--- src/rtl/barrett_pkg.sv ---
// Shared types and sizing helpers for the Barrett datapath multipliers.
// BOOTH_MUL_SIGNED_EN selects two's-complement operands for the Booth stage.
package barrett_pkg;

    typedef enum logic [1:0] {
        IDLE,
        RUN,
        DONE
    } state_t;

    // Guard bits above the 2N-bit product so shifted partial products never wrap early.
    localparam int ACC_GUARD = 2;

`ifdef BOOTH_MUL_SIGNED_EN
    localparam bit SIGNED_BUILD = 1'b1;
`else
    localparam bit SIGNED_BUILD = 1'b0;
`endif

    // Unsigned operands need one extra triple to cover the zero-padded MSBs.
    function automatic int iter_count(input int n, input bit signed_flag);
        return signed_flag ? n / 2 : n / 2 + 1;
    endfunction

    function automatic int acc_width(input int n);
        return 2 * n + ACC_GUARD;
    endfunction

endpackage

--- src/rtl/Booth_Encoder.sv ---
// Radix-4 Booth encoder: maps one multiplier bit-triple to a multiple of y.
// Negative multiples are returned as the bitwise inverse with sign=1; the
// consumer adds sign back in. BOOTH_MUL_SIGNED_EN sign-extends y for +y.
module Booth_Encoder #(
    parameter int n = 8
) (
    input  logic [n-1:0] y,
    input  logic         x_high,
    input  logic         x,
    input  logic         x_low,
    output logic [n:0]   pp,
    output logic         sign
);

    logic [n:0] one_y;
    logic [n:0] two_y;

`ifdef BOOTH_MUL_SIGNED_EN
    assign one_y = {y[n-1], y};
`else
    assign one_y = {1'b0, y};
`endif
    assign two_y = {y, 1'b0};

    // NOTE: every output gets a default before the case so no path infers a latch.
    always_comb begin
        pp   = '0;
        sign = 1'b0;
        case ({x_high, x, x_low})
            3'b001, 3'b010: pp = one_y;
            3'b011:         pp = two_y;
            3'b100: begin
                pp   = ~two_y;
                sign = 1'b1;
            end
            3'b101, 3'b110: begin
                pp   = ~one_y;
                sign = 1'b1;
            end
            default: ;
        endcase
    end

endmodule

--- src/rtl/booth_seq_multiplier.sv ---
// Sequential radix-4 Booth multiplier, one bit-triple per clock, valid/ready on both sides.
// BOOTH_MUL_SIGNED_EN switches to two's-complement operands (N/2 iterations).
module booth_seq_multiplier
    import barrett_pkg::*;
#(
    parameter int N = 8
) (
    input  logic           clk,
    input  logic           rst,
    input  logic           in_valid,
    output logic           in_ready,
    input  logic [N-1:0]   a,
    input  logic [N-1:0]   b,
    output logic           out_valid,
    input  logic           out_ready,
    output logic [2*N-1:0] product
);

    localparam int ITER  = iter_count(N, SIGNED_BUILD);
    localparam int ACC_W = acc_width(N);
    localparam int CNT_W = (ITER > 1) ? $clog2(ITER) : 1;
    localparam int B_W   = N + 3;

    state_t           state;
    state_t           state_next;
    logic [N-1:0]     a_reg;
    logic [B_W-1:0]   b_reg;
    logic [ACC_W-1:0] acc;
    logic [ACC_W-1:0] acc_next;
    logic [ACC_W-1:0] pp_ext;
    logic [ACC_W-1:0] term;
    logic [CNT_W-1:0] iter;
    logic [N:0]       pp;
    logic             pp_sign;
    logic             ext_bit;
    logic             last_iter;
    logic [1:0]       b_pad;

    // b_reg[2:0] always holds the current triple {b[2i+1], b[2i], b[2i-1]}.
    Booth_Encoder #(.n(N)) u_encoder (
        .y      (a_reg),
        .x_high (b_reg[2]),
        .x      (b_reg[1]),
        .x_low  (b_reg[0]),
        .pp     (pp),
        .sign   (pp_sign)
    );

`ifdef BOOTH_MUL_SIGNED_EN
    assign b_pad   = {2{b[N-1]}};
    assign ext_bit = pp[N];
`else
    // Unsigned magnitudes can reach 2a, so the encoder's sign flag is the true sign.
    assign b_pad   = 2'b00;
    assign ext_bit = pp_sign;
`endif

    always_comb begin
        pp_ext    = {{(ACC_W - N - 1){ext_bit}}, pp};
        term      = (pp_ext + ACC_W'(pp_sign)) << {iter, 1'b0};
        acc_next  = acc + term;
        last_iter = (iter == CNT_W'(ITER - 1));
    end

    assign in_ready  = (state == IDLE);
    assign out_valid = (state == DONE);

    // NOTE: state-holding blocks use non-blocking assignments so all registers update together.
    always_ff @(posedge clk or posedge rst) begin
        if (rst) state <= IDLE;
        else     state <= state_next;
    end

    always_comb begin
        state_next = state;
        case (state)
            IDLE:    if (in_valid)  state_next = RUN;
            RUN:     if (last_iter) state_next = DONE;
            DONE:    if (out_ready) state_next = IDLE;
            default: state_next = IDLE;
        endcase
    end

    // NOTE: every datapath register is reset so an aborted operation leaves nothing behind.
    always_ff @(posedge clk or posedge rst) begin
        if (rst) begin
            a_reg   <= '0;
            b_reg   <= '0;
            acc     <= '0;
            iter    <= '0;
            product <= '0;
        end else begin
            case (state)
                IDLE: if (in_valid) begin
                    a_reg <= a;
                    b_reg <= {b_pad, b, 1'b0};
                    acc   <= '0;
                    iter  <= '0;
                end
                RUN: begin
                    acc   <= acc_next;
                    b_reg <= b_reg >> 2;
                    iter  <= iter + CNT_W'(1);
                    if (last_iter) product <= acc_next[2*N-1:0];
                end
                default: ;
            endcase
        end
    end

endmodule

--- config.mk ---
export PLATFORM = sky130hd
export DESIGN_NAME = booth_seq_multiplier
export DESIGN_NICKNAME = d
export VERILOG_FILES = /design/src/rtl/barrett_pkg.sv /design/src/rtl/Booth_Encoder.sv /design/src/rtl/booth_seq_multiplier.sv
export SDC_FILE = /design/constraint.sdc
export NUM_CORES = 1
export LEC_CHECK = 0
export CAP_MARGIN = 15
export CORE_MARGIN = 1
export CORE_UTILIZATION = 58
export DETAILED_ROUTE_END_ITERATION = 12
export MAX_ROUTING_LAYER = met4
export PLACE_DENSITY_LB_ADDON = 0.2
export SLEW_MARGIN = 25
export SYNTH_ARGS = -nofsm -noshare
export SYNTH_HDL_FRONTEND = slang
export SYNTH_HIERARCHICAL = 1
export SYNTH_SLANG_ARGS = --single-unit
--- constraint.sdc ---
create_clock -name clk -period 6.25 [get_ports clk]
set_input_delay 1.25 -clock clk [delete_from_list [all_inputs] [get_ports clk]]
set_output_delay 1.25 -clock clk [all_outputs]
set_load 0.01 [all_outputs]
After elaboration in Yosys (flattened, before gate mapping)
Index checks and enable logic that the tools add are counted.
- flip-flop bits (word level): 58
- bits of input ports: 20
- output and inout bits: 18
- add/subtract/negate cells: 3
- equal/unequal tests: 12
- shifts and indexed selects: 1
- mux-type cells: 12
- bitwise logic cells: 2
- reductions and logical operators: 9
- operator list (kind ; number):
    $pmux W18 S2 ; 1
    $pmux W9 S4 ; 1
    $pmux W11 S2 ; 1
    $add A18 B18 Y18 ; 1
    $mux W18 ; 1
    $shl A18 B4 Y18 ; 1
    $eq A3 B3 Y1 const B ; 4
    $add A10 B2 Y11 ; 1
    $mux W11 ; 1
    $not A8 Y9 ; 1
    $not A9 Y9 ; 1
    $eq A3 B2 Y1 const B ; 2
    $mux W2 ; 3
    $pmux W2 S3 ; 1
    $pmux W3 S2 ; 1
    $reduce_and A2 Y1 ; 3
    $ne A2 B2 Y1 const B ; 2
    $reduce_or A2 Y1 ; 2
    $add A3 B1 Y3 const B ; 1
    $eq A3 B1 Y1 const B ; 1
    $mux W3 ; 1
    $reduce_and A3 Y1 ; 1
    $reduce_or A3 Y1 ; 1
    $eq A2 B1 Y1 const B ; 1
    5 further kinds ; 5

Logic depth before layout (Yosys ltp)
- word-level depth: 7
- gate-level depth with buffers: 21
- gate-level depth less buffers: 18

Cells and area by module
The synthesis kept the hierarchy.
- modules (own cells, without submodules) (module ; times used ; cells an instance ; area an instance (µm²)):
    booth_seq_multiplier ; 1 ; 441 ; 3550.9
    Booth_Encoder ; 1 ; 44 ; 365.4

Least setup slack after synthesis
No wires, ideal clock.
- path kind: flip-flop to flip-flop
- start point: reg b_reg[2]
- end point: reg acc[15]
- arrival time: 4.409 ns
- path slack: 1.710 ns
- stages on the path, launching flop included: 20
- buffers on the path: 1
- cells stage by stage: dfrtp_1 -> buf_6 -> a21boi_0 -> mux2_2 -> ha_1 -> and4_1 -> and3_1 -> nand3_1 -> a21bo_1 -> a21oi_1 -> a211oi_1 -> a21oi_1 -> ha_1 -> a21oi_1 -> nor2b_1 -> o21ai_0 -> o211ai_1 -> o211a_1 -> o211ai_1 -> or3b_1
- word-level cells in the longest chain between the ends: 7
- elaborated cells on any way between the ends: 15
- ends and longest elaborated chain (what ; line ; source):
    start: declaration ; booth_seq_multiplier.sv:27 ; logic [B_W-1:0] b_reg;
    start signal: assignment ; booth_seq_multiplier.sv:96 ; b_reg <= {b_pad, b, 1'b0};
    start signal: assignment ; booth_seq_multiplier.sv:102 ; b_reg <= b_reg >> 2;
    $eq A3 B3 Y1 ; Booth_Encoder.sv:29 ; case ({x_high, x, x_low})
    $reduce_or A3 Y1 (no line) * ; n/a ;
    $mux W1 * ; Booth_Encoder.sv:29 ;
    named net ext_bit ; booth_seq_multiplier.sv:35 ; logic ext_bit;
    $add A10 B2 Y11 * ; booth_seq_multiplier.sv:60 ; term = (pp_ext + ACC_W'(pp_sign)) << {iter, 1'b0};
    $shl A18 B4 Y18 * ; booth_seq_multiplier.sv:60 ;
    $add A18 B18 Y18 * ; booth_seq_multiplier.sv:61 ; acc_next = acc + term;
    $pmux W18 S2 * ; booth_seq_multiplier.sv:93 ; case (state)
    end signal: assignment ; booth_seq_multiplier.sv:101 ; acc <= acc_next;
    end: declaration ; booth_seq_multiplier.sv:28 ; logic [ACC_W-1:0] acc;
Mark *: on every way through the listed nets, which the timed path passes. The rest lies on a longest branch.
A chain may end at the register's enable or synchronous reset.

Worst setup path in the final report
- start point: reg b_reg[2]
- end point: reg acc[15]
- word-level cells in the longest chain between the ends: 7
- elaborated cells on any way between the ends: 15
- ends and longest elaborated chain (what ; line ; source):
    $eq A3 B3 Y1, or another cell as far along ; Booth_Encoder.sv:29 ;
    $reduce_or A2 Y1 (on tied branches) ; n/a ;
    $pmux W9 S4 * ; Booth_Encoder.sv:29 ;
    named net pp[3] ; booth_seq_multiplier.sv:33 ; logic [N:0] pp;
    $add A10 B2 Y11 * ; booth_seq_multiplier.sv:60 ;
    $shl A18 B4 Y18 * ; booth_seq_multiplier.sv:60 ;
    $add A18 B18 Y18 * ; booth_seq_multiplier.sv:61 ;
    $pmux W18 S2 * ; booth_seq_multiplier.sv:93 ;
Marked as above.

==> results_dict.tcl <==
set metrics [dict create \
    synth_area_um2 3916 \
    die_area_um2 7085 \
    synth_edf_count 0 \
    max-cap-violations 0 \
    via_per_inst 6.047 \
    clk_path_buf_depth 2 \
    post-route-util 0.6809 \
    synthTopCellsByArea "dfrtp_1 (35%), nand2_1 (7.2%), ha_1 (6.1%)" \
    crit_fanout 28 \
    hold_class "flip-flop to flip-flop" \
    synth_largest_area_cell "dfrtp_1" \
    place_inst 572 \
    critPathRequiredTime_ps 6440 \
    io_buffers 37 \
    crit_slowest_cell "dfrtp_1" \
    hold_viol 0 \
    fp.dieW_um 84.17 \
    seq_area_um2 1351 \
    tightest_slew_ps 901.6 \
    path_buf_inv 0 \
    dr.first_iter.drc_count 343 \
    yosysWarnings 6 \
    synthesis.nets 525 \
    cts_made_buffers 5 \
    placed_area_um2 4263 \
    ys_types 53 \
    drt-total-wl_mm 8.840 \
    rsz0062_at_grt "no" \
    setup_violations 0 \
    syn_avg_cell_area_um2 8.075 \
    endpoint_kind "flip-flop" \
    root_buffer "clkbuf_8" \
    yosys_register_bits 54 \
    path_delay_family "compound AO/OA/AOI/OAI gates" \
    path_cells "or4b_1 -> o211ai_1 -> and4_1 -> and3_1 -> nand3_1 -> a21bo_1 -> a21oi_1 -> a211oi_1 -> a21oi_1 -> ha_1 -> a21oi_1 -> nor2b_1 -> o21ai_0 -> o211ai_1 -> o211a_1 -> o211ai_1 -> or3b_1" \
    maxSlewViolCount 0 \
    final_cells 580 \
    gp_congestion 0.9333 \
    ant_nets 0 \
    fmax_mhz 207.2 \
    worstSetupStartpointType "flip-flop" \
    yosysTopAreaCellShare 0.3450 \
    setup_tns_ps 0 \
    grt_pass1_vias 3229 \
    arrival_ps 5020 \
    grt_max_degree 55 \
    htreeDepth 2 \
    synth_cells 485 \
    grt_usage 0.2705 \
    crit_type "flip-flop to flip-flop" \
    clkLatencyLatePin_ps 300 \
    die_h_um 84.17 \
    coreArea_um2 6422 \
    r2r_slack_ps 1420 \
    antenna_cells 0 \
    nets 542 \
    cts_tree "built" \
    antenna_found_initial 0 \
    async_reset_ff_frac 1.000 \
    drcViolationCount 0 \
    multiInputGateArea_um2 2362 \
    fin_crit_sh 0.7722 \
    grt_pass1_wl_mm 15.13 \
    io_pins 38 \
    clock_sinks 54 \
    std_cell_rows 29 \
    cts_resized 0 \
    n_fill_cell 543 \
    drive_gt1_frac 0.03976 \
    hpwl_mm 6.355 \
    overflow 0 \
    wl_per_cell_um 15.24 \
    area_delta_synth_final_pct 11.66 \
    initial_utilization 0.6098 \
    clock_skew_ps 6.291 \
    relSlewSlack 0.3975 \
    dr.pass1.iters 5 \
    layout_commonest_cell "nand2_1" \
    clk_pin_slew_ps 100 \
    outcome "complete, no violations" \
    cpPeakStageDelay_ps 850 \
    synth_flop_cell "dfrtp_1" \
    cts_setup_buffers 0 \
    hold_buffers 0 \
    num_vias 3507 \
    mostFrequentLayoutCells "nand2_1 (75), dfrtp_1 (54), nor2_1 (40), clkdlybuf4s50_1 (37), a21oi_1 (27)" \
    post-route-cell-area_um2 4373 \
    seq_area_frac_synth 0.3450 \
    min_period_ps 4827 \
]
[worst reg2reg max path, stage by stage (launching register included)]
cell and delay (ps):
dfrtp_1 850, or4b_1 500, o211ai_1 270, and4_1 300
and3_1 240, nand3_1 110, a21bo_1 200, a21oi_1 50
a211oi_1 280, a21oi_1 90, ha_1 370, a21oi_1 320
nor2b_1 80, o21ai_0 150, o211ai_1 140, o211a_1 280
o211ai_1 150, or3b_1 350
[area by class of cell]
cell class,count,share of cell area
clock buffers,6,0.01660
clock inverters,2,0.008584
inverters,14,0.01202
multi-input cells,386,0.5402
flip-flops and latches,54,0.3090
well taps,77,0.02203
repair buffers,41,0.09156
[per-layer routing]
layer  vias up  part of all wire  track usage
li1       1759                 -            -
met3         9             0.040      0.03441
met2        78              0.47       0.4277
met4         0             0.010      0.06113
met5         -                 0            -
met1      1661              0.48       0.3741
[logic make-up after synthesis]
kind of cell / count (synthesis) / synth area share
compound gates: 125 / 0.1997
xor+xnor: 23 / 0.05144
fa+ha+maj: 20 / 0.06582
buf+inv: 45 / 0.05176
flops: 54 / 0.3450
mux: 4 / 0.01054
simple gates: 214 / 0.2757
[synth_stat cells (5+ instances only)]
| cell type | number |
|---|---|
| buf_2 | 5 |
| or3_1 | 5 |
| xnor2_1 | 17 |
| dfrtp_1 | 54 |
| a21oi_1 | 27 |
| and2_1 | 7 |
| nand4_1 | 7 |
| clkbuf_1 | 19 |
| xor2_1 | 6 |
| or4b_1 | 7 |
| nor2_1 | 40 |
| a31oi_1 | 10 |
| and3_1 | 7 |
| nand3_1 | 25 |
| nor3_1 | 8 |
| o211ai_1 | 10 |
| nand2b_1 | 5 |
| inv_1 | 14 |
| nor2b_1 | 6 |
| o21ai_1 | 23 |
| o21ai_0 | 24 |
| ha_1 | 19 |
| nand2_1 | 75 |
| nand4b_1 | 11 |
| a21o_1 | 5 |
[stage by stage]
stage	hold slack, ps	worst slack (ps)
3_3_place_gp	462.1	1613
2_1_floorplan	467.3	1710
4_1_cts	496.5	1433
5_1_grt	514.9	984.4
6_report	489.1	1423
3_5_place_dp	462.2	1459
[worst paths after layout]
check                            from         end  cells after the start
max in group asynchronous         rst     iter[1]                      3
setup / recovery             b_reg[2]     acc[15]                     17
hold reg to reg            product[1]  product[1]                      2
min in group asynchronous         rst     acc[11]                      3
hold / removal             product[1]  product[1]                      2
setup reg to reg             b_reg[2]     acc[15]                     17
Power is left out: the tool's default activity adds up to more than one toggle a clock period on the data nets, which glitch-free logic cannot reach.
